--- config.mk ---
export PLATFORM = sky130hd
export DESIGN_NAME = base_gvnr_arb
export DESIGN_NICKNAME = d
export VERILOG_FILES = /design/src/rtl/base_gvnr_arb_pkg.sv /design/src/rtl/base_gvnr_rr_pick.sv /design/src/rtl/base_gvnr_arb.sv
export SDC_FILE = /design/constraint.sdc
export NUM_CORES = 1
export LEC_CHECK = 0
export ABC_AREA = 0
export CORE_UTILIZATION = 55
export CTS_CLUSTER_DIAMETER = 200
export DETAILED_ROUTE_END_ITERATION = 10
export HOLD_SLACK_MARGIN = 0.15
export PLACE_DENSITY_LB_ADDON = 0.1
export REMOVE_ABC_BUFFERS = 1
export SLEW_MARGIN = 20
export SYNTH_ARGS = -nofsm -noshare
export SYNTH_HDL_FRONTEND = slang
export SYNTH_SLANG_ARGS = --single-unit
--- constraint.sdc ---
create_clock -name clk -period 3.45 [get_ports clk]
set_input_delay 0.69 -clock clk [delete_from_list [all_inputs] [get_ports clk]]
set_output_delay 0.69 -clock clk [all_outputs]
set_load 0.005 [all_outputs]
--- src/rtl/base_gvnr_arb_pkg.sv ---
// ============================================================================
//  base_gvnr_arb_pkg : shared types and helpers for the governed RR arbiter
//  Rev 1.0
// ============================================================================
`default_nettype none

package base_gvnr_arb_pkg;

  typedef enum logic [1:0] {
    ST_OPEN = 2'd0,
    ST_HOLD = 2'd1,
    ST_COOL = 2'd2
  } state_t;

  function automatic int sel_width(input int n);
    return (n > 1) ? $clog2(n) : 1;
  endfunction

endpackage

`default_nettype wire

--- src/rtl/base_gvnr_rr_pick.sv ---
// ============================================================================
//  base_gvnr_rr_pick : combinational rotating-priority picker (search from ptr)
//  Rev 1.0
// ============================================================================
`default_nettype none

module base_gvnr_rr_pick
  import base_gvnr_arb_pkg::*;
#(
  parameter int ways = 4,
  parameter int sw   = sel_width(ways)
) (
  input  logic [ways-1:0] req,
  input  logic [sw-1:0]   ptr,
  output logic            any,
  output logic [ways-1:0] grant,
  output logic [sw-1:0]   idx
);

  always_comb begin : p_pick
    int j;
    any   = 1'b0;
    grant = '0;
    idx   = '0;
    j     = 0;
    for (int i = 0; i < ways; i++) begin
      // ptr is always < ways, so one subtraction folds the wrap
      j = int'(ptr) + i;
      if (j >= ways) j = j - ways;
      if (!any && req[j]) begin
        any      = 1'b1;
        grant[j] = 1'b1;
        idx      = sw'(j);
      end
    end
  end

endmodule

`default_nettype wire

--- src/rtl/base_gvnr_arb.sv ---
// ============================================================================
//  base_gvnr_arb : round-robin arbiter with programmable inter-accept cooldown
//  Optional stall counter output enabled by BASE_GVNR_ARB_STALL_CNT_EN.
//  Rev 1.0
// ============================================================================
`default_nettype none

module base_gvnr_arb
  import base_gvnr_arb_pkg::*;
#(
  parameter int ways = 4,
  parameter int gw   = 4
) (
  input  logic                       clk,
  input  logic                       reset,
  input  logic [ways-1:0]            i_v,
  output logic [ways-1:0]            i_r,
  output logic                       o_v,
  input  logic                       o_r,
  output logic [sel_width(ways)-1:0] o_sel,
  input  logic [gw-1:0]              cfg_gap
`ifdef BASE_GVNR_ARB_STALL_CNT_EN
  ,
  output logic [15:0]                stall_cnt
`endif
);

  localparam int             sw       = sel_width(ways);
  localparam logic [sw-1:0]  last_idx = sw'(ways - 1);
  localparam logic [sw-1:0]  one_idx  = sw'(1);
  localparam logic [gw-1:0]  gap_one  = gw'(1);

  state_t          state, state_nx;
  logic [sw-1:0]   ptr, ptr_nx;
  logic [sw-1:0]   hold_idx, hold_nx;
  logic [gw-1:0]   cnt, cnt_nx;

  logic            pick_any;
  logic [ways-1:0] pick_oh;
  logic [sw-1:0]   pick_idx;
  logic [sw-1:0]   gnt_idx;
  logic            xfer;
  logic            long_gap;

  base_gvnr_rr_pick #(
    .ways (ways),
    .sw   (sw)
  ) u_pick (
    .req   (i_v),
    .ptr   (ptr),
    .any   (pick_any),
    .grant (pick_oh),
    .idx   (pick_idx)
  );

  assign gnt_idx  = (state == ST_HOLD) ? hold_idx : pick_idx;
  assign xfer     = o_v & o_r;
  assign long_gap = (cfg_gap > gap_one);

  always_comb begin
    o_v   = 1'b0;
    i_r   = '0;
    o_sel = '0;
    if (!reset) begin
      unique case (state)
        ST_OPEN: begin
          o_v   = pick_any;
          i_r   = pick_oh & {ways{o_r}};
          o_sel = pick_idx;
        end
        ST_HOLD: begin
          o_v   = 1'b1;
          i_r   = (ways'(1) << hold_idx) & {ways{o_r}};
          o_sel = hold_idx;
        end
        default: ;
      endcase
    end
  end

  always_comb begin
    state_nx = state;
    cnt_nx   = cnt;
    ptr_nx   = ptr;
    hold_nx  = hold_idx;
    if (xfer) begin
      ptr_nx = (gnt_idx == last_idx) ? '0 : gnt_idx + one_idx;
      if (long_gap) begin
        state_nx = ST_COOL;
        cnt_nx   = cfg_gap - gap_one;
      end else begin
        state_nx = ST_OPEN;
      end
    end else begin
      unique case (state)
        ST_OPEN: begin
          // offered but not taken: freeze this grant until it completes
          if (pick_any) begin
            state_nx = ST_HOLD;
            hold_nx  = pick_idx;
          end
        end
        ST_COOL: begin
          if (cnt <= gap_one) begin
            state_nx = ST_OPEN;
            cnt_nx   = '0;
          end else begin
            cnt_nx   = cnt - gap_one;
          end
        end
        default: ;
      endcase
    end
  end

  always_ff @(posedge clk) begin
    if (reset) begin
      state    <= ST_OPEN;
      ptr      <= '0;
      cnt      <= '0;
      hold_idx <= '0;
    end else begin
      state    <= state_nx;
      ptr      <= ptr_nx;
      cnt      <= cnt_nx;
      hold_idx <= hold_nx;
    end
  end

`ifdef BASE_GVNR_ARB_STALL_CNT_EN
  always_ff @(posedge clk) begin
    if (reset) begin
      stall_cnt <= '0;
    end else if ((|i_v) && !xfer && (stall_cnt != 16'hFFFF)) begin
      stall_cnt <= stall_cnt + 16'd1;
    end
  end
`endif

  // a held requester must keep its request up until it is accepted
  hold_keeps_valid: assert property (
    @(posedge clk) disable iff (reset) (state == ST_HOLD) |-> i_v[hold_idx]
  );

endmodule

`default_nettype wire

# [Yosys cells after proc, flatten, opt, wreduce, memory -nomap -nowiden]
# Cells that the tools add are included.
[totals] in_bits=11 ff_bits=10 word_cells=111 out_inout_bits=7
[classes] n_mux=53 magnitude_cmp=14 n_eq_ne=6 n_addsub=10 shift=1 bitwise_logic=7 reduce_logical=16
[op_table] op="$ge A32 B1 Y1 const B" n=4
[op_table] op="$lt A32 B4 Y1 const B" n=4
[op_table] op="$mux W32" n=4
[op_table] op="$ge A32 B4 Y1 const B" n=3
[op_table] op="$sub A32 B4 Y32 const B" n=3
[op_table] op="$mux W4" n=9
[op_table] op="$mux W2" n=11
[op_table] op="$mux W1" n=17
[op_table] op="$or A4 B4 Y4" n=3
[op_table] op="$and A4 B4 Y4" n=2
[op_table] op="$bmux W1 S2" n=4
[op_table] op="$demux W1 S2" n=4
[op_table] op="$pmux W2 S2" n=2
[op_table] op="$pmux W4 S2" n=1
[op_table] op="$sub A4 B1 Y4 const B" n=2
[op_table] op="$logic_and A1 B1 Y1" n=7
[op_table] op="$add A2 B2 Y3 const B" n=2
[op_table] op="$ne A3 B3 Y1 const B" n=2
[op_table] op="$reduce_and A3 Y1" n=2
[op_table] op="$eq A2 B2 Y1 const B" n=2
[op_table] op="$gt A4 B1 Y1 const B" n=1
[op_table] op="$le A4 B1 Y1 const B" n=1
[op_table] op="$shl A1 B2 Y4 const A" n=1
[op_table] op="$sub A2 B3 Y4 const B" n=1
[op_table] op="13 further kinds" n=15

# [Logic depth before layout (Yosys ltp)]
# Gate-level depths: netlist (run 1).
[logic_depth] ltp_word=20 ltp_mapped=11 ltp_nobuf=8

# [Cells and area by module]
# Synthesis (run 1) repeated with hierarchy kept, for this count alone.
[unflattened] hier_cells=149 area_unflattened_um2=1234.9
[modules_own_cells] module="base_gvnr_arb" n_inst=1 area_per_inst_um2=774.5 cells_each=101 seq_area_each_um2=200.2
[modules_own_cells] module="base_gvnr_rr_pick" n_inst=1 area_per_inst_um2=460.4 cells_each=48 seq_area_each_um2=0.0

# [Least setup slack after synthesis (run 1)]
# No wires, ideal clock.
[synth_timing] path_kind="reg2out" startpoint="reg ptr[0]" endpoint="out i_r[3]" path_buffers=2 required_time_ps=2760 path_stages_with_launch=10 path_slack_ps=514 t_arrival_ps=2246 cell_sequence="dfxtp_1 -> buf_4 -> buf_2 -> inv_1 -> ha_1 -> mux4_2 -> nand2b_4 -> nor2_1 -> a222oi_1 -> a31oi_1"
[synth_between] elab_chain_len=18 elab_cells_between_ends=66 cone_classes="7 x add/sub; 12 x order compare; 33 x mux; 4 x bitwise; 10 x reduce/logical"
[synth_lines] item="start: declaration" line="base_gvnr_arb.sv:34" text="logic [sw-1:0] ptr, ptr_nx;"
[synth_lines] item="start signal: assignment" line="base_gvnr_arb.sv:124" text="ptr <= ptr_nx;"
[synth_lines] item="branches (longest 14 deep; another with $sub A32 B4 Y32)"
[synth_lines] item="$mux W4 (*)" line="base_gvnr_rr_pick.sv:30" text="if (!any && req[j]) begin"
[synth_lines] item="$and A4 B4 Y4 (*)" line="base_gvnr_arb.sv:68" text="i_r = pick_oh & {ways{o_r}};"
[synth_lines] item="$pmux W4 S2 (*)" line="base_gvnr_arb.sv:65" text="unique case (state)"
[synth_lines] item="$mux W4 (*)" line="base_gvnr_arb.sv:64" text="if (!reset) begin"
[synth_lines] item="end: declaration" line="base_gvnr_arb.sv:17" text="output logic [ways-1:0] i_r,"
# Mark *: on every way between the ends. The select of a mux whose other input is x is not followed.

# [Worst setup path after layout (run 1)]
[layout_timing] startpoint="in i_v[2]" endpoint="out i_r[0]"
[layout_between] elab_chain_len=16 elab_cells_between_ends=31 cone_classes="21 x mux; 4 x bitwise; 6 x reduce/logical"
[layout_lines] item="start: declaration" line="base_gvnr_arb.sv:16" text="input logic [ways-1:0] i_v,"
[layout_lines] item="$bmux W1 S2" line="base_gvnr_rr_pick.sv:30"
[layout_lines] item="$mux W1 (implied by the code) (2 in series)" line="base_gvnr_rr_pick.sv:30"
[layout_lines] item="$mux W1" line="base_gvnr_rr_pick.sv:30"
[layout_lines] item="$logic_not A1 Y1" line="base_gvnr_rr_pick.sv:30"
[layout_lines] item="$logic_and A1 B1 Y1" line="base_gvnr_rr_pick.sv:30"
[layout_lines] item="$mux W1" line="base_gvnr_rr_pick.sv:30"
[layout_lines] item="$logic_not A1 Y1" line="base_gvnr_rr_pick.sv:30"
[layout_lines] item="$logic_and A1 B1 Y1" line="base_gvnr_rr_pick.sv:30"
[layout_lines] item="$mux W1" line="base_gvnr_rr_pick.sv:30"
[layout_lines] item="$logic_not A1 Y1" line="base_gvnr_rr_pick.sv:30"
[layout_lines] item="$logic_and A1 B1 Y1" line="base_gvnr_rr_pick.sv:30"
[layout_lines] item="$mux W4 (*)" line="base_gvnr_rr_pick.sv:30"
[layout_lines] item="$and A4 B4 Y4 (*)" line="base_gvnr_arb.sv:68"
[layout_lines] item="$pmux W4 S2 (*)" line="base_gvnr_arb.sv:65"
[layout_lines] item="$mux W4 (*)" line="base_gvnr_arb.sv:64"
# Every way passes the cells marked *; elsewhere a longest branch is shown, timed or not. The select of a mux whose other input is x is not followed.

==> results of run 1 <==
synth_stat cells, types with 2 or more instances:
cell and number:
nor2_1 18, nand2_1 14, dfxtp_1 10, a21oi_1 9, inv_1 9, nor3_1 9
ha_1 8, o21ai_0 8, nand2b_1 6, a31oi_1 5, nor2b_1 5, a222oi_1 4
nand3b_1 4, a211oi_1 3, buf_2 3, mux4_2 3, a21o_1 2, buf_1 2
buf_4 2, buf_6 2, clkbuf_1 2, mux2i_1 2, nand3_1 2, nor4_1 2
o21a_1 2, o21ai_1 2, o22ai_1 2
worst max-delay path, cell delays in order:
cell and delay (ps):
dlygate4sd2_1 310, mux4_2 570, buf_4 190, a222oi_1 330
a31oi_1 150, clkdlybuf4s50_1 460
sequential cells by signal, indices dropped and copies added (netlist names):
name	cells
cnt	4
hold_idx	2
ptr	2
state	2
cells by family after synthesis:
family	share of synthesized area (%)
AND/OR/NAND/NOR	29.9
AO/OA/AOI/OAI	32.2
buffers and inverters	7.70
flip-flops	15.2
adder cells (fa/ha/maj)	7.60
multiplexers	6.65
XOR/XNOR	0.666
through the flow:
step                util (%)  hold WS, ps  std cells  setup slack, ps  total power, mW
global placement        71.5          521        219             -134            0.516
CTS                     73.8          584        223             12.9            0.655
global route            74.1          620        223            -25.1            0.712
finish                  74.1          583        223             64.1            0.664
detailed placement      71.5          573        219             -256            0.536
floorplan                  -          499        155              266            0.399
worst max-delay path by stage:
stage	to	slack, ps	cells after the start
2_1_floorplan	o_sel[0]	270	8
3_3_place_gp	i_r[0]	-130	6
3_5_place_dp	o_sel[0]	-260	8
4_1_cts	o_sel[0]	10	9
5_1_grt	i_r[0]	-30	8
6_report	i_r[0]	60	6
what timing repair did:
| item | in CTS | in global routing |
|---|---|---|
| endpoints found under the setup margin | 6 | 6 |
| buffers inserted | 0 | 0 |
| pin swaps | 0 | 4 |
| resized for setup | 7 | 11 |
power by group:
part | switching [mW] | internal (mW) | total, mW
clock network | 0.0445 | 0.0642 | 0.109
logic | 0.202 | 0.200 | 0.402
registers | 0.0221 | 0.132 | 0.154
metal layers:
layer | global-route usage, % | vias to the layer above | wire [um]
li1 | - | 681 | -
met1 | 35.6 | 664 | 1480
met2 | 48.7 | 48 | 1720
met3 | 4.46 | 11 | 140
met4 | 10.6 | 0 | 74
met5 | 0 | - | 0
layout make-up:
| class | count | area share (%) |
|---|---|---|
| well taps | 28 | 2.12 |
| inverters | 9 | 2.04 |
| repair buffers | 36 | 18.6 |
| flip-flops and latches | 10 | 12.1 |
| multi-input cells | 136 | 63.0 |
| clock buffers | 4 | 2.19 |
==> results.md, run 1 <==
* Outcome: complete, no violations
* Post-route cell area at 0.00166 sq mm
* Period utilization at 98.1%
* Placed Area at 0.00160 sq mm
* CTS clk-pin slew, worst paths at 70 ps
* Nets at 215
* CTS tree: built
* Row cnt at 17
* Pin count of the biggest net entering global routing at 18
* Vias per cell at 6.30
* HP Start: cnt[0]
* Worst Hold Path Cells at 2
* Layout fillers at 194
* CORE AREA at 0.00223 sq mm
* Max IR drop VDD at 0.000234 V
* Area of the multi-input gates at 0.00104 sq mm
* Final setup TNS at 0 ps
* Area Growth Syn to Fin at 25.8%
* Number of global-route vias before repair at 1288
* Seq/Total Area, Yosys at 15.2%
* DRT Pass-1 Iters at 4
* WL/cell at 15.3 um
* Initial antenna violation count at 0
* Max Buffers Root-to-Sink at 2
* Fmax at 295 MHz
* Worst Hold Class: flop to flop
* FF+latch count, synth at 10
* Leakage at 0.683 nW
* Worst setup path start: i_v[2]
* CP Class: input pin to output port
* Unrepaired setup endpoints after global routing: true
* Register area at 200 sq um
* IO Count at 18
* Avg Cell Area, Syn at 7.93 sq um
* CP Capture Type: output port
* Synthesis Warnings at 0
* Grt ovf at 0
* Synth Instances at 166
* Post-synthesis async set-or-reset flop share at 0%
* Crit Path Max Fanout at 6
* Cell variety after synth at 53
* Drt total wl at 3.41 mm
* CP arrival at 2700 ps
* H-Tree Depth at 1
* Cts bufs inserted at 3
* Clock latency on the worst-skew pair at 270 ps
* Final Wtd Congestion at 0.854
* Port buffer count at 17
* WHS Endpoint: cnt[0]
* Die X-Extent at 50.9 um
* Final Hold Viols at 0
* # diodes at 0
* Tot GR Track Use at 28.5%
* Initial core utilization at 58.9%
* Initial DRC Count at 79
* Reg2reg end: ptr[1]
* Hold Buf Count CTS at 0
* Post-DRT Antenna Nets at 0
* Most common cell after layout, fill and taps aside: buf_4
* Clock Tree Root: clkbuf_4
* Total vias in the final route at 1404
* Required @ worst endpoint at 2760 ps
* Primary FF master, synth: dfxtp_1
* Tightest Pin Transition at 559 ps
* Sink Count at 10
* Register-to-Register Setup Slack at 1230 ps
* Reg2reg start: ptr[0]
* Clock skew at 1.72 ps
* Die footprint at 0.00259 sq mm
* Reg2Reg Depth at 10
* Number of max-cap violations at 0
* PD cells at 401 mW/mm^2
* Final Slew Violations at 0
* Relative slew slack at 62.4%
* CP Launch Type: input pin
* Dominant cells by area after synthesis: dfxtp_1, ha_1, nor2_1, mux4_2, nand2_1
* Number of setup violations in the final report at 0
* Hpwl dp at 2.60 mm
* Chip height at 50.9 um
* Synthesized area at 0.00132 sq mm
* Global-route wire length before repair at 5.63 mm
* EDFF count, synth at 0
* Synth area leader: dfxtp_1
* Min cycle time layout at 3390 ps
* Most frequent cells in the layout: buf_4, nor2_1, nand2_1, dfxtp_1, clkdlybuf4s50_1
* Layout cells sized above 1 at 26.2%
* Residual DRC at 0
* Synth top area share at 15.2%
No activity file was read; power rests on OpenSTA's default activity.
==> run 2, diff against run 1 <==
--- a/config.mk
+++ b/config.mk
@@ -6,6 +6,7 @@
 export NUM_CORES = 1
 export LEC_CHECK = 0
 export ABC_AREA = 0
+export ABC_CLOCK_PERIOD_IN_PS = 3450
 export CORE_UTILIZATION = 55
 export CTS_CLUSTER_DIAMETER = 200
 export DETAILED_ROUTE_END_ITERATION = 10
==> results of run 2 <==
Same layout as run 1: the final DEF is identical, and so are final timing and power.
